File: src/rtl/cdb_broadcaster.sv
// Common-data-bus arbiter: per-unit result FIFOs, round-robin pick, one registered broadcast per cycle.
// Latency: accept at edge E, broadcast at E+1 earliest; req_ready is purely registered (full => 0), stall holds grants.
module cdb_broadcaster #(
    parameter int N_UNITS                   = 4,
    parameter int UNIT_SIZE                 = 8,
    parameter int WORD_SIZE                 = 32,
    parameter int FIFO_DEPTH                = 2,
    parameter logic [UNIT_SIZE-1:0] IDLE_TAG = 'h7F
) (
    input  logic                           clk,
    input  logic                           rst_n,
    input  logic [N_UNITS-1:0]             req_valid,
    output logic [N_UNITS-1:0]             req_ready,
    input  logic [N_UNITS*UNIT_SIZE-1:0]   req_tag,
    input  logic [N_UNITS*WORD_SIZE-1:0]   req_value,
    input  logic                           stall,
    output logic                           cdb_check,
    output logic [UNIT_SIZE-1:0]           cdb_tag,
    output logic [WORD_SIZE-1:0]           cdb_value,
    output logic                           busy,
    output logic                           err_badtag
);
    localparam int UW = $clog2(N_UNITS);
    localparam int AW = $clog2(FIFO_DEPTH);
    localparam int CW = $clog2(FIFO_DEPTH + 1);

    logic [UNIT_SIZE-1:0] r_tag_mem [N_UNITS][FIFO_DEPTH];
    logic [WORD_SIZE-1:0] r_val_mem [N_UNITS][FIFO_DEPTH];
    logic [AW-1:0]        r_wptr    [N_UNITS];
    logic [AW-1:0]        r_rptr    [N_UNITS];
    logic [CW-1:0]        r_cnt     [N_UNITS];
    logic [UW-1:0]        r_last;
    logic                 r_check;
    logic [UNIT_SIZE-1:0] r_tag;
    logic [WORD_SIZE-1:0] r_value;
    logic                 r_err;

    logic [UNIT_SIZE-1:0] w_tag [N_UNITS];
    logic [WORD_SIZE-1:0] w_val [N_UNITS];
    logic [N_UNITS-1:0]   w_nempty;
    logic [N_UNITS-1:0]   w_push;
    logic [N_UNITS-1:0]   w_pop;
    logic                 w_bad;
    logic                 w_gnt_vld;
    logic [UW-1:0]        w_gnt_idx;
    logic [UW-1:0]        w_cand;

    always_comb begin
        w_bad = 1'b0;
        for (int i = 0; i < N_UNITS; i++) begin
            w_tag[i]     = req_tag[i*UNIT_SIZE +: UNIT_SIZE];
            w_val[i]     = req_value[i*WORD_SIZE +: WORD_SIZE];
            w_nempty[i]  = (r_cnt[i] != '0);
            req_ready[i] = (r_cnt[i] < CW'(FIFO_DEPTH));
            // IDLE_TAG requests complete the handshake but are dropped
            w_push[i]    = req_valid[i] && req_ready[i] && (w_tag[i] != IDLE_TAG);
            if (req_valid[i] && req_ready[i] && (w_tag[i] == IDLE_TAG))
                w_bad = 1'b1;
        end
    end

    always_comb begin
        w_gnt_vld = 1'b0;
        w_gnt_idx = '0;
        w_cand    = '0;
        for (int k = 1; k <= N_UNITS; k++) begin
            w_cand = UW'((int'(r_last) + k) % N_UNITS);
            if (!stall && !w_gnt_vld && w_nempty[w_cand]) begin
                w_gnt_vld = 1'b1;
                w_gnt_idx = w_cand;
            end
        end
        for (int i = 0; i < N_UNITS; i++)
            w_pop[i] = w_gnt_vld && (w_gnt_idx == UW'(i));
    end

    always_ff @(posedge clk) begin
        for (int i = 0; i < N_UNITS; i++) begin
            if (w_push[i]) begin
                r_tag_mem[i][r_wptr[i]] <= w_tag[i];
                r_val_mem[i][r_wptr[i]] <= w_val[i];
            end
        end
    end

    always_ff @(posedge clk or negedge rst_n) begin
        if (!rst_n) begin
            for (int i = 0; i < N_UNITS; i++) begin
                r_wptr[i] <= '0;
                r_rptr[i] <= '0;
                r_cnt[i]  <= '0;
            end
        end else begin
            for (int i = 0; i < N_UNITS; i++) begin
                if (w_push[i]) r_wptr[i] <= r_wptr[i] + 1'b1;
                if (w_pop[i])  r_rptr[i] <= r_rptr[i] + 1'b1;
                if (w_push[i] && !w_pop[i])      r_cnt[i] <= r_cnt[i] + 1'b1;
                else if (!w_push[i] && w_pop[i]) r_cnt[i] <= r_cnt[i] - 1'b1;
            end
        end
    end

    always_ff @(posedge clk or negedge rst_n) begin
        if (!rst_n) begin
            r_last  <= UW'(N_UNITS - 1);
            r_check <= 1'b0;
            r_tag   <= IDLE_TAG;
            r_value <= '0;
            r_err   <= 1'b0;
        end else begin
            if (w_bad) r_err <= 1'b1;
            if (w_gnt_vld) begin
                r_last  <= w_gnt_idx;
                r_check <= 1'b1;
                r_tag   <= r_tag_mem[w_gnt_idx][r_rptr[w_gnt_idx]];
                r_value <= r_val_mem[w_gnt_idx][r_rptr[w_gnt_idx]];
            end else begin
                r_check <= 1'b0;
                r_tag   <= IDLE_TAG;
            end
        end
    end

    assign cdb_check  = r_check;
    assign cdb_tag    = r_tag;
    assign cdb_value  = r_value;
    assign busy       = |w_nempty;
    assign err_badtag = r_err;
endmodule

File: config.mk
export PLATFORM = sky130hd
export DESIGN_NAME = cdb_broadcaster
export DESIGN_NICKNAME = d
export VERILOG_FILES = /design/src/rtl/cdb_broadcaster.sv
export SDC_FILE = /design/constraint.sdc
export NUM_CORES = 1
export LEC_CHECK = 0
export BUFFER_PORTS_ARGS = -buffer_cell sky130_fd_sc_hd__buf_2
export CAP_MARGIN = 20
export CORE_MARGIN = 2
export CORE_UTILIZATION = 25
export CTS_BUF_LIST = sky130_fd_sc_hd__clkbuf_4
export CTS_CLUSTER_DIAMETER = 100
export CTS_CLUSTER_SIZE = 20
export DETAILED_ROUTE_END_ITERATION = 8
export PLACE_DENSITY_LB_ADDON = 0.12
export SLEW_MARGIN = 20
export SYNTH_ARGS = -nofsm -noshare
export SYNTH_HDL_FRONTEND = slang
export SYNTH_SLANG_ARGS = --single-unit
File: constraint.sdc
create_clock -name clk -period 3.2 [get_ports clk]
set_clock_uncertainty 0.15 [all_clocks]
set_input_delay 0.16 -clock clk [delete_from_list [all_inputs] [get_ports clk]]
set_output_delay 0.16 -clock clk [all_outputs]
set_load 0.05 [all_outputs]
# ---- Word level (Yosys, flattened, before mapping)
# Memory sizes are Yosys's and may differ from the RTL's.
# Cells that the tools add are included.
dict set report totals {
  output_inout_bits 47
  n_memories 2
  elab_cells 198
  mem_bits_rw 320
  inputBits 167
  reg_bits 60
}
# memory words word_bits read_ports rd_clocked_by_memory_dff write_ports line
set memory_table {}
lappend memory_table {r_val_mem 4 64 1 0 4 28} ;# logic [WORD_SIZE-1:0] r_val_mem [N_UNITS][FIFO_DEPTH];
lappend memory_table {r_tag_mem 4 16 1 0 4 27} ;# logic [UNIT_SIZE-1:0] r_tag_mem [N_UNITS][FIFO_DEPTH];
dict set report op_classes {
  n_lt_le_gt_ge 18
  mux 67
  bitwise 6
  n_eq_ne 11
  reduce_logical 57
  addsub 20
}
# cell count
set op_table {}
lappend op_table {{$mux W64} 4}
lappend op_table {{$mux W32} 7}
lappend op_table {{$demux W32 S1} 4}
lappend op_table {{$mux W16} 4}
lappend op_table {{$mux W8} 8}
lappend op_table {{$logic_and A1 B1 Y1} 35}
lappend op_table {{$demux W8 S1} 4}
lappend op_table {{$eq A8 B7 Y1 const B} 4}
lappend op_table {{$ne A8 B7 Y1 const B} 4}
lappend op_table {{$mux W2} 12}
lappend op_table {{$mux W1} 19}
lappend op_table {{$reduce_bool A2 Y1} 8}
lappend op_table {{$add A2 B1 Y2 const B} 6}
lappend op_table {{$logic_not A1 Y1} 12}
lappend op_table {{$lt A2 B3 Y1 const B} 4}
lappend op_table {{$bmux W1 S2} 5}
lappend op_table {{$ge A2 B2 Y1 const B} 5}
lappend op_table {{$not A1 Y2} 5}
lappend op_table {{$add A1 B1 Y1 const B} 8}
lappend op_table {{$lt A2 B1 Y1 const B} 4}
lappend op_table {{$lt A2 B2 Y1 const B} 4}
lappend op_table {{$sub A2 B1 Y2 const B} 4}
lappend op_table {{$add A2 B2 Y2 const B} 2}
lappend op_table {{$eq A2 B2 Y1 const B} 2}
lappend op_table {{5 further kinds} 5}

# ---- Depth between registers and ports, before layout
# Gate-level depths: netlist of the first run.
dict set report depth {
  word_depth 26
  ltp_mapped 12
  depth_no_buf 9
}

# ---- Worst setup path after synthesis of the first run
# No wires, ideal clock.
dict set report synth_path {
  kind {register to register}
  from {reg r_cnt[1] (netlist name)}
  to {mem r_tag_mem[3][10] (netlist name) (enable)}
  setup_time_ps 438
  path_slack_ps -119
  stages_incl_launch_ff 4
  path_buffers 0
  synth_period_minus_slack_ps 3319
  t_arrival_ps 2731
  required_ps 2612
  cell_sequence {dfrtp_1 -> inv_1 -> nand3_1 -> nor2_1}
}
# element line
set synth_lines {}
lappend synth_lines {{from (decl)} 31} ;# logic [CW-1:0] r_cnt [N_UNITS];
lappend synth_lines {{from (signal, indexed assignment)} 97} ;# if (w_push[i] && !w_pop[i]) r_cnt[i] <= r_cnt[i] + 1'b1;
lappend synth_lines {{from (signal, indexed assignment)} 98} ;# else if (!w_push[i] && w_pop[i]) r_cnt[i] <= r_cnt[i] - 1'b1;
lappend synth_lines {{to (decl)} 27}

# ---- Worst setup path after layout of the first run
dict set report layout_path {
  from {reg r_cnt[7] (netlist name)}
  to {reg r_value[12], in the netlist cdb_value[12]}
}
dict set report layout_between {
  elab_chain_cells 25
  word_cells_on_any_way 36
  classes_between {mux (22); bitwise (2); reduce/logical (11); memory (1)}
}
# element line
set layout_lines {}
lappend layout_lines {{$reduce_bool A2 Y1 *} 53} ;# w_nempty[i] = (r_cnt[i] != '0);
lappend layout_lines {{$bmux W1 S2} 68} ;# if (!stall && !w_gnt_vld && w_nempty[w_cand]) begin
lappend layout_lines {{$mux W1 (not written as such)} 68}
lappend layout_lines {{$logic_and A1 B1 Y1} 68}
lappend layout_lines {{$mux W1} 68}
lappend layout_lines {{$logic_not A1 Y1} 68}
lappend layout_lines {{$logic_and A1 B1 Y1 (2 in series)} 68}
lappend layout_lines {{$mux W1} 68}
lappend layout_lines {{[... 4 more ...]} -}
lappend layout_lines {{$logic_not A1 Y1} 68}
lappend layout_lines {{$logic_and A1 B1 Y1 (2 in series)} 68}
lappend layout_lines {{$mux W2} 68}
lappend layout_lines {{$not A2 Y3 (not written as such)} 116} ;# r_value <= r_val_mem[w_gnt_idx][r_rptr[w_gnt_idx]];
lappend layout_lines {{$bmux W1 S2} 116}
lappend layout_lines {{$mux W1 (not written as such) (2 in series)} 116}
lappend layout_lines {{$not A1 Y2 (not written as such)} 116}
lappend layout_lines {{$mux W32 (not written as such) (3 in series)} 116}
lappend layout_lines {{to (signal assigned)} 116}
lappend layout_lines {{to (decl)} 35} ;# logic [WORD_SIZE-1:0] r_value;
# Mark *: on every way between the ends. The rest lies on a longest branch, timed or not. The select of a mux whose other input is x is not followed.
# A chain may end at the register's enable or synchronous reset.

==> results.json, run 1 <==
{
  "drt_iter0_drc": 599,
  "max_clock_freq_mhz": 335.8,
  "power.leakage_uw": 0.007816,
  "holdCritStartpoint": "req_valid[2]",
  "report.power.total_uw": 18650,
  "die_w_um": 249.1,
  "max-vdd-ir-drop_v": 0.0006147,
  "dieHeight_um": 249.1,
  "r2r-start": "r_cnt[7]$_DFFE_PN0P_",
  "timing.final.crit_share": 0.9306,
  "multi_input_area_um2": 3570,
  "floorplan.initialDensity": 0.2535,
  "drc_errors": 0,
  "outcome": "completed",
  "post_cts_hold_buffer_count": 329,
  "number_of_antenna_violations_at_the_first_check_in_global_routing": 3,
  "clk_pin_slew_worst_paths_ns": 0.21,
  "grt.met3_usage": 0.01912,
  "flop_and_latch_count_out_of_synthesis": 380,
  "globalRouteOverflowTotal": 0,
  "top_level_ports": 214,
  "ys_async_sr_fraction": 0.1579,
  "max_slew_margin_vs_limit": 0.4134,
  "grt_setup_unrepaired": "no",
  "vias_in_the_first_global_route": 11200,
  "report.final.setup_viol": 0,
  "first_pass_grt_wire_length_um": 74890,
  "drt-total-wl_um": 51460,
  "critPathArrivalTime_ns": 3.56,
  "synth_edf_count": 320,
  "synthesis.area_per_instance_um2": 14.76,
  "crit_fanout": 44,
  "floorplan.core_area_um2": 59240,
  "seq_area_um2": 11120,
  "hpwl_um": 32060,
  "synth_ff_type": "sky130_fd_sc_hd__edfxtp_1",
  "fillers": 5909,
  "reg2regPathDepth": 8,
  "min-delay-path-class": "input pin to register",
  "cts_tree": "done",
  "num_rows": 89,
  "layout.nets": 1730,
  "worst_setup_path_startpoint": "r_cnt[7]$_DFFE_PN0P_",
  "synth_cell_type_count": 46,
  "drv.max_cap_violation_count": 0,
  "clock-sinks": 380,
  "synth_seq_area_share": 0.7407,
  "synthesis_to_finish_area_growth_pct": 39.36,
  "htree_num_levels": 1,
  "period_minus_slack_ns": 2.978,
  "dr_total_vias": 10590,
  "hold_slack_ns": 0.1661,
  "globalRoute.busiestLayer": "met2",
  "timing_hold_violations_final": 0,
  "cts-resized-gates": 0,
  "gpl.final_weighted_congestion": 0.7820,
  "critical_path.endpoint_type": "register",
  "routed_antenna_nets": 0,
  "tns_ns": 0,
  "grt.total_usage": 0.1630,
  "share_of_cells_above_drive_strength_1": 0.2272,
  "mappedNetlistNets": 1188,
  "routed_wire_length_per_instance_um": 21.89,
  "cts_setup_buffers": 0,
  "worstPathRequired_ns": 3.78,
  "detailedPlace.worstSlack_ns": 0.2971,
  "synthesis.area_um2": 15020,
  "slew_viol_final": 0,
  "worst_slack_ns": 0.2220,
  "gr-usage-met2": 0.2865,
  "crit_type": "register to register",
  "grt_util_met1": 0.2186,
  "clk_latency_ns": 0.81,
  "cts_max_path_buffers": 3,
  "buffer_ports.inserted": 213,
  "vias_per_cell": 4.505,
  "numPlacedInstances": 1978,
  "detail_route.first_pass.iterations": 7,
  "yosys_warnings": 0,
  "power.density_nw_per_um2": 891.3,
  "post_synth_inst_count": 1017,
  "cts-root-buf": "sky130_fd_sc_hd__clkbuf_4",
  "type_of_element_launching_the_critical_path": "register",
  "grt_start_max_net_pins": 67,
  "dieArea_um2": 62040,
  "cts-buffers-inserted": 23,
  "layoutNonFillerInstCount": 2351,
  "tightest_slew_ns": 0.8800,
  "worst_hold_path_cell_count": 4
}
-- cell usage after synthesis, types with 6 or more instances --
cell,instances,area share
sky130_fd_sc_hd__dfstp_2,9,0.016
sky130_fd_sc_hd__dfrtp_1,51,0.085
sky130_fd_sc_hd__a21oi_1,65,0.022
sky130_fd_sc_hd__o2111ai_1,32,0.019
sky130_fd_sc_hd__mux2i_1,32,0.021
sky130_fd_sc_hd__nand2_1,179,0.045
sky130_fd_sc_hd__o211ai_2,26,0.022
sky130_fd_sc_hd__nand3_1,60,0.020
sky130_fd_sc_hd__o211ai_1,7,0.0035
sky130_fd_sc_hd__inv_1,17,0.0042
sky130_fd_sc_hd__nor2_1,13,0.0032
sky130_fd_sc_hd__a221o_1,32,0.021
sky130_fd_sc_hd__xnor2_1,15,0.0087
sky130_fd_sc_hd__or4_1,7,0.0035
sky130_fd_sc_hd__a2bb2oi_1,32,0.019
sky130_fd_sc_hd__edfxtp_1,320,0.64
sky130_fd_sc_hd__buf_2,23,0.0077
sky130_fd_sc_hd__and2_1,6,0.0025
sky130_fd_sc_hd__clkbuf_1,40,0.010
-- critical path, stage by stage (launching register included) --
cell                       delay [ns]
sky130_fd_sc_hd__dfrtp_1         0.51
sky130_fd_sc_hd__or4_1           0.56
sky130_fd_sc_hd__a311oi_1        0.40
sky130_fd_sc_hd__and2_4          0.27
sky130_fd_sc_hd__o221ai_2        0.10
sky130_fd_sc_hd__and2_2          0.25
sky130_fd_sc_hd__buf_12          0.18
sky130_fd_sc_hd__a221o_1         0.30
sky130_fd_sc_hd__o211ai_2        0.13
-- logic make-up (layout without fill, tap and decap cells) --
family / after synthesis / count (layout) / synth area share
and+or+nand+nor: 284 / 284 / 0.08199
muxes: 32 / 32 / 0.02133
DFF: 380 / 380 / 0.7407
xor gates and xnor gates: 19 / 19 / 0.01108
other: 0 / 2 / 0
adders and majority gates: 4 / 4 / 0.003333
AOI/OAI and AO/OA: 211 / 211 / 0.1152
buffers and inverters: 87 / 646 / 0.02641
-- layout make-up --
class / count / area share
Tap cell: 773 / 0.04622
Antenna cell: 2 / 0.0002392
Timing Repair Buffer: 586 / 0.2331
Clock inverter: 4 / 0.001495
Inverter: 18 / 0.003229
Sequential cell: 380 / 0.5315
Multi-Input combinational cell: 550 / 0.1706
Clock buffer: 38 / 0.01363
-- metrics by stage --
step | utilization | instance area (µm²)
final | 0.3532 | 20930
after global placement | 0.2920 | 17300
after CTS | 0.3531 | 20920
after global routing | 0.3532 | 20930
after detailed placement | 0.2920 | 17300
after floorplan | - | 15030
-- flip-flops by register name (all words and copies together) (netlist names) --
name	flops
cdb_check	1
r_cnt	8
r_val_mem	256
err_badtag	1
r_wptr	4
cdb_tag	8
r_rptr	4
cdb_value	32
r_tag_mem	64
r_last	2
-- where the power goes --
| part | leakage (µW) | total [µW] | switching (µW) | internal, µW |
|---|---|---|---|---|
| combinational | 0.00398 | 9470 | 6160 | 3310 |
| sequential | 0.00365 | 7120 | 505 | 6620 |
| clock | 0.000189 | 2060 | 1510 | 549 |
| total | 0.00782 | 18600 | 8170 | 10500 |
-- routing by layer --
metal | part of all wire | routed length (µm)
met3 | 0.037 | 1894
met4 | 0.013 | 669
met2 | 0.49 | 25470
met1 | 0.46 | 23410
met5 | 0.00019 | 10
-- placed cells by master (no fill, tap or decap), types with 9 or more instances in the layout --
| cell | count |
|---|---|
| sky130_fd_sc_hd__a2bb2oi_1 | 32 |
| sky130_fd_sc_hd__dfrtp_1 | 51 |
| sky130_fd_sc_hd__dfstp_2 | 9 |
| sky130_fd_sc_hd__nor2_1 | 9 |
| sky130_fd_sc_hd__o211ai_2 | 26 |
| sky130_fd_sc_hd__dlygate4sd3_1 | 328 |
| sky130_fd_sc_hd__a221o_1 | 32 |
| sky130_fd_sc_hd__xnor2_1 | 15 |
| sky130_fd_sc_hd__nand2_1 | 176 |
| sky130_fd_sc_hd__buf_4 | 31 |
| sky130_fd_sc_hd__mux2i_1 | 32 |
| sky130_fd_sc_hd__nand3_1 | 60 |
| sky130_fd_sc_hd__o2111ai_1 | 32 |
| sky130_fd_sc_hd__edfxtp_1 | 320 |
| sky130_fd_sc_hd__buf_12 | 15 |
| sky130_fd_sc_hd__buf_2 | 212 |
| sky130_fd_sc_hd__inv_1 | 17 |
| sky130_fd_sc_hd__clkbuf_4 | 38 |
| sky130_fd_sc_hd__a21oi_1 | 65 |
-- path summary, 6_finish.rpt --
kind                                                   to  slack [ns]
worst max register to register  cdb_value[12]$_DFFE_PN0P_        0.22
max in group asynchronous       cdb_value[24]$_DFFE_PN0P_        2.15
worst min-delay path                r_wptr[1]$_DFFE_PN0P_        0.17
worst min register to register      r_rptr[3]$_DFFE_PN0P_        0.34
worst max-delay path            cdb_value[12]$_DFFE_PN0P_        0.22
min in group asynchronous            cdb_tag[2]$_DFF_PN1_        0.41
No activity file was read; power rests on OpenSTA's default activity.
==> run 2, diff against run 1 <==
--- a/config.mk
+++ b/config.mk
@@ -14,6 +14,7 @@
 export CTS_CLUSTER_SIZE = 20
 export DETAILED_ROUTE_END_ITERATION = 8
 export PLACE_DENSITY_LB_ADDON = 0.12
+export RECOVER_POWER = 50
 export SLEW_MARGIN = 20
 export SYNTH_ARGS = -nofsm -noshare
 export SYNTH_HDL_FRONTEND = slang
==> run 2 against run 1 <==
  * Final cell count did not move
  * Combinational power barely moved
  * Critical path type unchanged
  * Largest cell class unchanged
  * Critical path depth did not move
  * Global-route usage did not move
  * Final area fell by 0.47%
  * Flip-flop and latch count did not move
  * Utilization fell by 0.17 points
  * First-iteration DRC count rose by 4.3%
  * Total power barely moved
  * Die area did not move
  * Highest routed layer unchanged
  * Clock power barely moved
  * Fmax fell by 0.24%
==> results.json, run 2 (synthesized netlist as in run 1, its figures left out) <==
{
  "vias_in_the_first_global_route": 11200,
  "max-vdd-ir-drop_v": 0.0006173,
  "power.density_nw_per_um2": 895.0,
  "buffer_ports.inserted": 213,
  "dieHeight_um": 249.1,
  "share_of_cells_above_drive_strength_1": 0.1910,
  "number_of_antenna_violations_at_the_first_check_in_global_routing": 3,
  "clk_latency_ns": 0.81,
  "min-delay-path-class": "input pin to register",
  "tns_ns": 0,
  "cts_setup_buffers": 0,
  "hpwl_um": 32060,
  "seq_area_um2": 11120,
  "num_rows": 89,
  "final_cell_mix": "328 x sky130_fd_sc_hd__dlygate4sd3_1, 320 x sky130_fd_sc_hd__edfxtp_1, 176 x sky130_fd_sc_hd__nand2_1, 158 x sky130_fd_sc_hd__buf_2, 65 x sky130_fd_sc_hd__a21oi_1",
  "worst_hold_path_cell_count": 4,
  "gpl.final_weighted_congestion": 0.7820,
  "crit_type": "register to register",
  "dieArea_um2": 62040,
  "worstPathRequired_ns": 3.78,
  "floorplan.core_area_um2": 59240,
  "cts_max_path_buffers": 3,
  "critPathArrivalTime_ns": 3.56,
  "report.final.setup_viol": 0,
  "globalRouteOverflowTotal": 0,
  "routed_wire_length_per_instance_um": 21.89,
  "largest_register_ffs": 256,
  "detail_route.first_pass.iterations": 7,
  "slew_viol_final": 0,
  "power.leakage_uw": 0.007647,
  "first_pass_grt_wire_length_um": 74890,
  "clock-sinks": 380,
  "dr_total_vias": 10600,
  "r2r-start": "r_cnt[7]$_DFFE_PN0P_",
  "multi_input_area_um2": 3570,
  "reg2regPathDepth": 8,
  "top_level_ports": 214,
  "period_minus_slack_ns": 2.985,
  "die_w_um": 249.1,
  "cts-resized-gates": 0,
  "timing.final.crit_share": 0.9329,
  "synthesis_to_finish_area_growth_pct": 38.70,
  "holdCritStartpoint": "req_valid[2]",
  "reg2reg_to": "cdb_value[12]$_DFFE_PN0P_",
  "outcome": "completed",
  "grt_start_max_net_pins": 67,
  "cts-buffers-inserted": 23,
  "critical_path.endpoint_type": "register",
  "clk_pin_slew_worst_paths_ns": 0.21,
  "type_of_element_launching_the_critical_path": "register",
  "layout.cells.most_common": "sky130_fd_sc_hd__dlygate4sd3_1",
  "numPlacedInstances": 1978,
  "cts-root-buf": "sky130_fd_sc_hd__clkbuf_4",
  "tightest_slew_ns": 1.281,
  "drc_errors": 0,
  "drv.max_cap_violation_count": 0,
  "ff2ff_setup_slack_ns": 0.21,
  "cts_tree": "done",
  "timing_hold_violations_final": 0,
  "routed_antenna_nets": 0,
  "hold-path-endpoint": "r_wptr[1]$_DFFE_PN0P_",
  "grt.total_usage": 0.1630,
  "floorplan.initialDensity": 0.2535,
  "max_clock_freq_mhz": 335.0,
  "crit_fanout": 44,
  "max_slew_margin_vs_limit": 0.1459,
  "htree_num_levels": 1,
  "drt_iter0_drc": 625,
  "drt-total-wl_um": 51460,
  "layoutNonFillerInstCount": 2351,
  "grt_setup_unrepaired": "no",
  "layout.nets": 1730,
  "vias_per_cell": 4.510,
  "fillers": 5943
}
run 2: metrics by stage:
stage / hold WS [ns] / total power, µW / area, µm² / setup WS [ns] / util
2_1_floorplan: -0.2856 / 13080 / 15030 / 0.3722 / -
3_3_place_gp: 0.1031 / 16520 / 17300 / 0.3175 / 0.2920
3_5_place_dp: 0.09524 / 16600 / 17300 / 0.2971 / 0.2920
4_1_cts: 0.06641 / 19010 / 20920 / 0.2258 / 0.3531
5_1_grt: 0.1167 / 19830 / 20830 / 0.03382 / 0.3515
6_report: 0.1626 / 18640 / 20830 / 0.2147 / 0.3515
run 2: final cells by class:
type | count | area share
clock inverter | 4 | 0.001502
inverter | 18 | 0.003244
antenna | 2 | 0.0002403
clock buffer | 38 | 0.01370
timing repair buffer | 586 | 0.2294
sequential | 380 | 0.5340
tap | 773 | 0.04644
multi-input combinational | 550 | 0.1714
run 2: power breakdown:
part           total (µW)  switching [µW]  leakage [µW]  internal [µW]
registers            7130             510       0.00365           6620
clock network        2060            1510      0.000189            549
logic                9450            6170       0.00381           3280
total               18600            8190       0.00765          10500
run 2: worst max path at each step:
stage | start | endpoint | slack (ns) | cells after the start
finish | r_cnt[7]$_DFFE_PN0P_ | cdb_value[12]$_DFFE_PN0P_ | 0.21 | 8
global route | r_cnt[7]$_DFFE_PN0P_ | cdb_value[25]$_DFFE_PN0P_ | 0.03 | 8
CTS | r_cnt[7]$_DFFE_PN0P_ | cdb_value[16]$_DFFE_PN0P_ | 0.23 | 8
detailed placement | r_cnt[6]$_DFFE_PN0P_ | r_cnt[3]$_DFFE_PN0P_ | 0.30 | 9
global placement | r_cnt[6]$_DFFE_PN0P_ | r_cnt[3]$_DFFE_PN0P_ | 0.32 | 9
floorplan | r_last[1]$_DFFE_PN1P_ | r_cnt[3]$_DFFE_PN0P_ | 0.37 | 12
run 2: layer usage:
metal	global-route usage	part of all wire	vias up
met5	0	0.00019	-
met4	0.02840	0.014	2
met3	0.01912	0.043	47
met2	0.2865	0.49	270
met1	0.2186	0.45	5315
li1	-	-	4968
run 2: timing repair:
| action | 4_1_cts | 5_1_grt |
|---|---|---|
| hold buffers | 329 | 0 |
| endpoints found under the hold margin | 518 | 0 |
| endpoints found under the setup margin | 0 | 0 |
run 2: critical path: stages (launching register included):
cell                       delay [ns]
sky130_fd_sc_hd__dfrtp_1         0.52
sky130_fd_sc_hd__or4_1           0.55
sky130_fd_sc_hd__a311oi_1        0.40
sky130_fd_sc_hd__and2_4          0.27
sky130_fd_sc_hd__o221ai_2        0.10
sky130_fd_sc_hd__and2_2          0.25
sky130_fd_sc_hd__buf_12          0.18
sky130_fd_sc_hd__a221o_1         0.30
sky130_fd_sc_hd__o211ai_2        0.13
